<file path="src/rtl/hmc_pwr_seq_ctrl.sv">
// hmc_pwr_seq_ctrl: HMC power-up, reset and sleep sequencer driving P_RST_N/LXRXPS and monitoring LXTXPS/FERR_N
module hmc_pwr_seq_ctrl #(
  parameter int RST_HOLD_CYCLES  = 64,
  parameter int INIT_WAIT_CYCLES = 256,
  parameter int TIMEOUT_CYCLES   = 1024,
  parameter int CNT_W            = 16
) (
  input  logic       clk,
  input  logic       res_n,
  input  logic       cfg_start,
  input  logic       cfg_sleep_req,
  input  logic       cfg_err_clr,
  output logic       P_RST_N,
  output logic       LXRXPS,
  input  logic       LXTXPS,
  input  logic       FERR_N,
  output logic [2:0] state,
  output logic       link_ready,
  output logic       timeout_err,
  output logic       fatal_err
);
  typedef enum logic [2:0] {IDLE, RST, INIT, WAIT_TX, ACTIVE, SLEEP_ENT, SLEEP, FAULT} state_t;
  localparam logic [CNT_W-1:0] RST_LAST  = CNT_W'(RST_HOLD_CYCLES - 1);
  localparam logic [CNT_W-1:0] INIT_LAST = CNT_W'(INIT_WAIT_CYCLES - 1);
  localparam logic [CNT_W-1:0] TMO_LAST  = CNT_W'(TIMEOUT_CYCLES - 1);
  state_t cur, nxt;
  logic [CNT_W-1:0] cnt;
  logic lxtxps_m, lxtxps_s, ferr_n_m, ferr_n_s;
  logic ferr_hit, abort, tmo_hit;
  assign state    = cur;
  assign ferr_hit = !ferr_n_s && (cur inside {INIT, WAIT_TX, ACTIVE, SLEEP_ENT, SLEEP});
  assign abort    = !cfg_start && (cur inside {RST, INIT, WAIT_TX, ACTIVE, SLEEP_ENT, SLEEP});
  assign tmo_hit  = !ferr_hit && !abort && nxt == FAULT && cur != FAULT;
  // two-flop synchronisers for the asynchronous HMC sideband inputs
  always_ff @(posedge clk) begin
    if (!res_n) begin
      lxtxps_m <= 1'b0;
      lxtxps_s <= 1'b0;
      ferr_n_m <= 1'b1;
      ferr_n_s <= 1'b1;
    end else begin
      lxtxps_m <= LXTXPS;
      lxtxps_s <= lxtxps_m;
      ferr_n_m <= FERR_N;
      ferr_n_s <= ferr_n_m;
    end
  end
  // next state; later assignments override earlier ones so FERR beats abort beats the per-state moves
  always_comb begin
    nxt = cur;
    case (cur)
      IDLE:      nxt = cfg_start ? RST : IDLE;
      RST:       nxt = cnt == RST_LAST ? INIT : RST;
      INIT:      nxt = cnt == INIT_LAST ? WAIT_TX : INIT;
      WAIT_TX:   nxt = lxtxps_s ? ACTIVE : cnt == TMO_LAST ? FAULT : WAIT_TX;
      ACTIVE:    nxt = cfg_sleep_req ? SLEEP_ENT : ACTIVE;
      SLEEP_ENT: nxt = !lxtxps_s ? SLEEP : cnt == TMO_LAST ? FAULT : SLEEP_ENT;
      SLEEP:     nxt = cfg_sleep_req ? SLEEP : WAIT_TX;
      FAULT:     nxt = cfg_err_clr ? IDLE : FAULT;
    endcase
    if (abort) nxt = IDLE;
    if (ferr_hit) nxt = FAULT;
  end
  // state, dwell counter and registered outputs derived from the next state
  always_ff @(posedge clk) begin
    if (!res_n) begin
      cur         <= IDLE;
      cnt         <= '0;
      P_RST_N     <= 1'b0;
      LXRXPS      <= 1'b0;
      link_ready  <= 1'b0;
      timeout_err <= 1'b0;
      fatal_err   <= 1'b0;
    end else begin
      cur         <= nxt;
      cnt         <= nxt != cur ? '0 : &cnt ? cnt : cnt + 1'b1;
      P_RST_N     <= !(nxt inside {IDLE, RST, FAULT});
      LXRXPS      <= nxt inside {WAIT_TX, ACTIVE};
      link_ready  <= nxt == ACTIVE && lxtxps_s;
      timeout_err <= (cur == FAULT && cfg_err_clr) ? 1'b0 : timeout_err | tmo_hit;
      fatal_err   <= (cur == FAULT && cfg_err_clr) ? 1'b0 : fatal_err | ferr_hit;
    end
  end
endmodule

</file>
<file path="config.mk">
export PLATFORM = sky130hd
export DESIGN_NAME = hmc_pwr_seq_ctrl
export DESIGN_NICKNAME = d
export VERILOG_FILES = /design/src/rtl/hmc_pwr_seq_ctrl.sv
export SDC_FILE = /design/constraint.sdc
export NUM_CORES = 1
export LEC_CHECK = 0
export ABC_AREA = 0
export CORE_MARGIN = 2
export CORE_UTILIZATION = 40
export CTS_BUF_LIST = sky130_fd_sc_hd__clkbuf_8
export CTS_CLUSTER_SIZE = 25
export DETAILED_ROUTE_END_ITERATION = 10
export HOLD_SLACK_MARGIN = 0.12
export MAX_ROUTING_LAYER = met4
export PLACE_DENSITY_LB_ADDON = 0.05
export SLEW_MARGIN = 20
export SYNTH_ARGS = -nofsm -noshare
export SYNTH_HDL_FRONTEND = slang
export SYNTH_SLANG_ARGS = --single-unit
</file>
<file path="constraint.sdc">
create_clock -name clk -period 5.9 [get_ports clk]
set_clock_uncertainty 0.1 [all_clocks]
set_input_delay 1.18 -clock clk [delete_from_list [all_inputs] [get_ports clk]]
set_output_delay 1.18 -clock clk [all_outputs]
set_load 0.02 [all_outputs]
</file>
==> results.sh, run 1 <==
export IMPL_share_of_synthesized_flip_flops_with_an_asynchronous_set_or_reset_pct=0
export IMPL_rsz0062_at_grt="false"
export IMPL_cts_post_setup_buffers_inserted=0
export IMPL_drc=0
export IMPL_synth_top_family_by_area="simple AND/OR/NAND/NOR gates"
export IMPL_post_place_cells=266
export IMPL_post_dp_hpwl_mm=3.01
export IMPL_antenna_found_initial=0
export IMPL_startpoint="cfg_start"
export IMPL_timing_critical_path_arrival_ps=3360
export IMPL_layout_area_overhead_vs_synth_pct=9.79
export IMPL_p_leak_nw=0.674
export IMPL_synth_warning_count=0
export IMPL_finish_cell_count_without_fillers=269
export IMPL_setup_reg_to_reg_worst_slack_ps=2630
export IMPL_horizontal_die_dimension_um=71.6
export IMPL_cts_buffers=3
export IMPL_vias=1580
export IMPL_syn_cell_area_um2=1830
export IMPL_worst_hold_path_num_cells=1
export IMPL_fin_ws_ps=2570
export IMPL_detailedRoute_firstPassIterationCount=4
export IMPL_worst_ep_required_time_ps=5930
export IMPL_clock_insertion_delay_worst_skew_ps=270
export IMPL_run_status="completed"
export IMPL_final_period_minus_worst_setup_slack_ps=3330
export IMPL_timing_final_setup_violations=0
export IMPL_chipHeight_um=71.6
export IMPL_ys_ff_latch=28
export IMPL_layout_drive_gt1_share_pct=14.7
export IMPL_timing_critical_path_from_type="input pin"
export IMPL_gp_routability_congestion=0.862
export IMPL_cts_resized_gates=0
export IMPL_ctsHtreeMaxLevel=1
export IMPL_yosys_cell_types_count=60
export IMPL_antenna_cells=0
export IMPL_fin_crit_sh_pct=56.4
export IMPL_post_synth_mux_area_share_pct=2.47
export IMPL_pin_count_of_the_biggest_net_entering_global_routing=23
export IMPL_worstReg2RegEnd="cnt[0]"
export IMPL_port_buffers=14
export IMPL_drtAntennaViolNets=0
export IMPL_final_hold_worst_slack_ps=317
export IMPL_fin_total_pwr_mw=0.339
export IMPL_syn_avg_cell_area_um2=8.66
export IMPL_worstHoldPathType="reg2reg"
export IMPL_synth_compound_area_share_pct=18.4
export IMPL_die_area_um2=5120
export IMPL_drt_iter0_markers=87
export IMPL_synth_edff_count=0
export IMPL_yosysSeqAreaShare_pct=30.7
export IMPL_via_count_of_the_first_global_routing_pass=1422
export IMPL_worst_path_max_fanout=16
export IMPL_grt_remaining_overflow=0
export IMPL_r2r_start="state[1]"
export IMPL_timing_final_max_slew_violations=0
export IMPL_maxCapViolations=0
export IMPL_holdPathEnd="ferr_n_s"
export IMPL_grt_first_pass_wirelength_mm=6.89
export IMPL_grt_util_all_layers_pct=16.9
export IMPL_worst_setup_path_type="in2reg"
export IMPL_clock_fmax_ghz=0.301
export IMPL_cts_max_path_buffers=2
export IMPL_max_vdd_ir_drop_v=0.000126
export IMPL_finalHoldViolCount=0
export IMPL_tritoncts="done"
export IMPL_pre_cts_ws_ps=2310
export IMPL_synth_adder_area_share_pct=2.74
export IMPL_drt_total_wl_mm=4.16
export IMPL_syn_num_nets=222
export IMPL_tightest_slew_ps=925
export IMPL_row_count=24
export IMPL_reg2reg_depth=8
export IMPL_io_pin_count=15
export IMPL_floorplan_core_area_um2=4380
export IMPL_synthXorXnorAreaFrac_pct=5.27
export IMPL_worst_slew_margin_rel_pct=38.3
export IMPL_ctsHoldBuffers=0
export IMPL_power_per_standard_cell_area_nw_per_um2=169
export IMPL_syn_inst_count=211
export IMPL_ys_dominant_reg_cell="dfxtp_1"
export IMPL_holdCritStartpoint="ferr_n_m"
export IMPL_initial_core_util_pct=41.7
export IMPL_setup_tns_ps=0
export IMPL_clock_tree_root_cell="clkbuf_8"
export IMPL_num_nets_final=230
export IMPL_layout_filler_cells=437
export IMPL_setup_worst_path_end_class="flop"
export IMPL_wl_per_cell_um=15.5
export IMPL_routed_via_density=5.87
export IMPL_clk_pin_slew_ps=90
export IMPL_yosys_area_share_simple_pct=35.5
export IMPL_clock_sink_count=28
==> layout make-up <==
type                       count  area, µm²  area share [%]
multi-input combinational    166       1180            58.6
tap                           52       65.1            3.24
sequential                    28        561            27.9
inverter                       6       22.5            1.12
timing repair buffer          14        140            6.99
clock buffer                   3       41.3            2.06
==> report_power, final <==
group	total [mW]	switching [mW]	internal, mW
Combinational	0.0394	0.0216	0.0178
Clock	0.101	0.0557	0.0458
Sequential	0.198	0.00580	0.192
Total	0.339	0.0830	0.256
==> worst max-delay path: stages <==
cell,delay [ps]
clkdlybuf4s50_1,550
a21oi_1,180
nor4_1,60
a211o_1,300
and2_1,190
o21ai_2,750
nor3_1,130
==> cells in the mapped netlist, drive strengths merged, types with 5 or more instances <==
master | count | area, µm²
a21oi | 10 | 53.8
and2 | 6 | 37.5
buf | 7 | 52.5
dfxtp | 28 | 561
inv | 6 | 22.5
nand2 | 15 | 56.3
nand3 | 15 | 75.1
nand4 | 6 | 43.8
nor2 | 12 | 45.0
nor3 | 19 | 145
nor4 | 5 | 52.6
o211ai | 6 | 68.8
o21ai | 11 | 58.8
xnor2 | 6 | 52.6
xor2 | 5 | 43.8
==> metal layers <==
metal | GRT usage, % | wire length [µm] | vias up
li1 | - | - | 790
met1 | 26.1 | 2190 | 743
met2 | 23.5 | 1780 | 42
met3 | 2.39 | 162 | 5
met4 | 3.35 | 32 | 0
met5 | - | 0 | -
==> sequential cells by signal, indices dropped and copies added, names as in the netlist <==
signal	count
ferr_n_m	1
lxtxps_s	1
link_ready	1
cnt	16
timeout_err	1
P_RST_N	1
LXRXPS	1
fatal_err	1
lxtxps_m	1
ferr_n_s	1
state	3
==> logic make-up after synthesis <==
logic type,Yosys count
AOI/OAI and AO/OA,45
DFF,28
and+or+nand+nor,102
xor gates and xnor gates,11
muxes,4
adders and majority gates,4
buffers and inverters,17
==> per-stage QoR <==
| stage | instance area (µm²) | util, % |
|---|---|---|
| global placement | 1960 | 44.8 |
| floorplan | 1830 | - |
| global route | 2010 | 45.7 |
| finish | 2010 | 45.7 |
| detailed placement | 1960 | 44.8 |
| CTS | 2010 | 45.7 |
==> layout by cell type, fill, tap and decap left out, types with 4 or more instances in the layout <==
master,Yosys,layout
a21oi_1,9,9
and2_1,6,6
and3_1,4,4
clkdlybuf4s50_1,0,14
dfxtp_1,28,28
ha_1,4,4
inv_1,6,6
nand2_1,15,15
nand3_1,15,15
nand4_1,5,5
nor2_1,12,12
nor3_1,9,9
nor3_2,10,10
o21ai_0,7,7
xnor2_1,6,6
xor2_1,5,5
==> worst max-delay path by stage <==
stage,to
2_1_floorplan,cnt[10]
3_3_place_gp,cnt[4]
3_5_place_dp,cnt[0]
4_1_cts,cnt[0]
5_1_grt,cnt[14]
6_report,cnt[0]
(Power assumes the default switching activity.)
==> inputs of run 2 (changes only) <==
- clock period: 5.9 -> 2.95 ns (I/O delays scaled with it)
==> results.sh, run 2 (same netlist as run 1, synthesis figures left out) <==
export IMPL_floorplan_core_area_um2=4380
export IMPL_worst_path_max_fanout=16
export IMPL_p_leak_nw=0.720
export IMPL_final_hold_worst_slack_ps=318
export IMPL_drc=0
export IMPL_timing_critical_path_arrival_ps=2650
export IMPL_finish_cell_count_without_fillers=276
export IMPL_placed_area_um2=2010
export IMPL_cts_post_setup_buffers_inserted=0
export IMPL_mostFrequentLayoutCell="dfxtp_1"
export IMPL_chipHeight_um=71.6
export IMPL_worstHoldPathType="reg2reg"
export IMPL_cts_max_path_buffers=2
export IMPL_layout_area_overhead_vs_synth_pct=13.9
export IMPL_clock_tree_root_cell="clkbuf_8"
export IMPL_tightest_slew_ps=646
export IMPL_timing_final_setup_violations=0
export IMPL_clock_insertion_delay_worst_skew_ps=280
export IMPL_initial_core_util_pct=41.7
export IMPL_post_place_cells=272
export IMPL_mostFrequentLayoutCells="dfxtp_1, nand2_1, nand3_1, clkdlybuf4s50_1, nor2_1"
export IMPL_die_area_um2=5120
export IMPL_final_period_minus_worst_setup_slack_ps=2610
export IMPL_finalHoldViolCount=0
export IMPL_pin_count_of_the_biggest_net_entering_global_routing=22
export IMPL_largest_register="cnt"
export IMPL_drt_iter0_markers=115
export IMPL_num_nets_final=236
export IMPL_grt_util_all_layers_pct=18.1
export IMPL_port_buffers=14
export IMPL_switching_share_pct=22.5
export IMPL_worst_setup_path_type="reg2reg"
export IMPL_gp_routability_congestion=0.968
export IMPL_rsz0062_at_grt="false"
export IMPL_wl_per_cell_um=15.5
export IMPL_seq_power_share_pct=49.9
export IMPL_grt_remaining_overflow=0
export IMPL_drt_total_wl_mm=4.28
export IMPL_io_pin_count=15
export IMPL_run_status="completed"
export IMPL_antenna_found_initial=0
export IMPL_horizontal_die_dimension_um=71.6
export IMPL_cts_buffers=3
export IMPL_power_share_combinational_pct=11.2
export IMPL_clock_fmax_ghz=0.383
export IMPL_worst_slew_margin_rel_pct=56.7
export IMPL_setup_tns_ps=0
export IMPL_ctsHtreeMaxLevel=1
export IMPL_fin_area_um2=2080
export IMPL_post_dp_hpwl_mm=3.26
export IMPL_worst_ep_required_time_ps=2990
export IMPL_fin_crit_sh_pct=88.5
export IMPL_clock_power_share_pct=38.9
export IMPL_cts_resized_gates=0
export IMPL_timing_critical_path_from_type="flop"
export IMPL_max_vdd_ir_drop_v=0.000282
export IMPL_power_internal_mw=0.604
export IMPL_utilization_pct=47.5
export IMPL_maxCapViolations=0
export IMPL_layout_drive_gt1_share_pct=17.4
export IMPL_vias=1597
export IMPL_detailedRoute_firstPassIterationCount=4
export IMPL_tritoncts="done"
export IMPL_timing_final_max_slew_violations=0
export IMPL_clock_sink_count=28
export IMPL_power_per_standard_cell_area_nw_per_um2=375
export IMPL_routed_via_density=5.79
export IMPL_drtAntennaViolNets=0
export IMPL_largest_reg_flops=16
export IMPL_setup_reg_to_reg_worst_slack_ps=340
export IMPL_row_count=24
export IMPL_antenna_cells=0
export IMPL_clk_pin_slew_ps=90
export IMPL_grt_first_pass_wirelength_mm=7.21
export IMPL_ctsHoldBuffers=0
export IMPL_setup_worst_path_end_class="flop"
export IMPL_via_count_of_the_first_global_routing_pass=1504
export IMPL_p_sw_mw=0.176
run 2: cell count changes in the layout (fill, tap and decap cells not counted):
cell       before  now
buf_4           0    6
bufinv_16       0    1
run 2: final timing paths:
| kind | startpoint | end | depth (start not counted) |
|---|---|---|---|
| setup / recovery | state[1] | cnt[4] | 8 |
| hold / removal | ferr_n_m | ferr_n_s | 1 |
| setup reg to reg | state[1] | cnt[4] | 8 |
| hold reg to reg | ferr_n_m | ferr_n_s | 1 |
run 2: power by group through the flow:
stage / Clock [mW] / Combinational [mW] / Sequential, mW
2_1_floorplan: 0 / 0.0648 / 0.399
3_3_place_gp: 0 / 0.0864 / 0.398
3_5_place_dp: 0 / 0.0880 / 0.398
4_1_cts: 0.309 / 0.0880 / 0.389
5_1_grt: 0.327 / 0.0951 / 0.391
6_report: 0.303 / 0.0877 / 0.389
run 2: layout make-up:
cell class / count / area (µm²)
Fill cell: 414 / 2300
Multi-Input combinational cell: 166 / 1180
Sequential cell: 28 / 561
Timing Repair Buffer: 20 / 185
Tap cell: 52 / 65.1
Clock buffer: 3 / 41.3
Clock inverter: 1 / 30.0
Inverter: 6 / 22.5
run 2: per-stage QoR:
stage,worst slack (ps),power [mW]
floorplan,305,0.464
global placement,341,0.484
detailed placement,293,0.486
CTS,313,0.787
global route,179,0.812
finish,341,0.780
run 2: worst max-delay path, cell delays in order, from the launching register on:
cell and delay [ps]:
dfxtp_1 350, inv_1 100, ha_1 280, or3_4 440, or2_4 260, o211ai_1 110
o211ai_2 150, o211ai_4 570, nor3_1 110
run 2: layer usage:
layer / GRT usage, % / part of all wire [%]
met5: - / 0
met4: 5.24 / 1.2
met3: 2.11 / 4.6
met2: 26.0 / 43
met1: 26.6 / 51
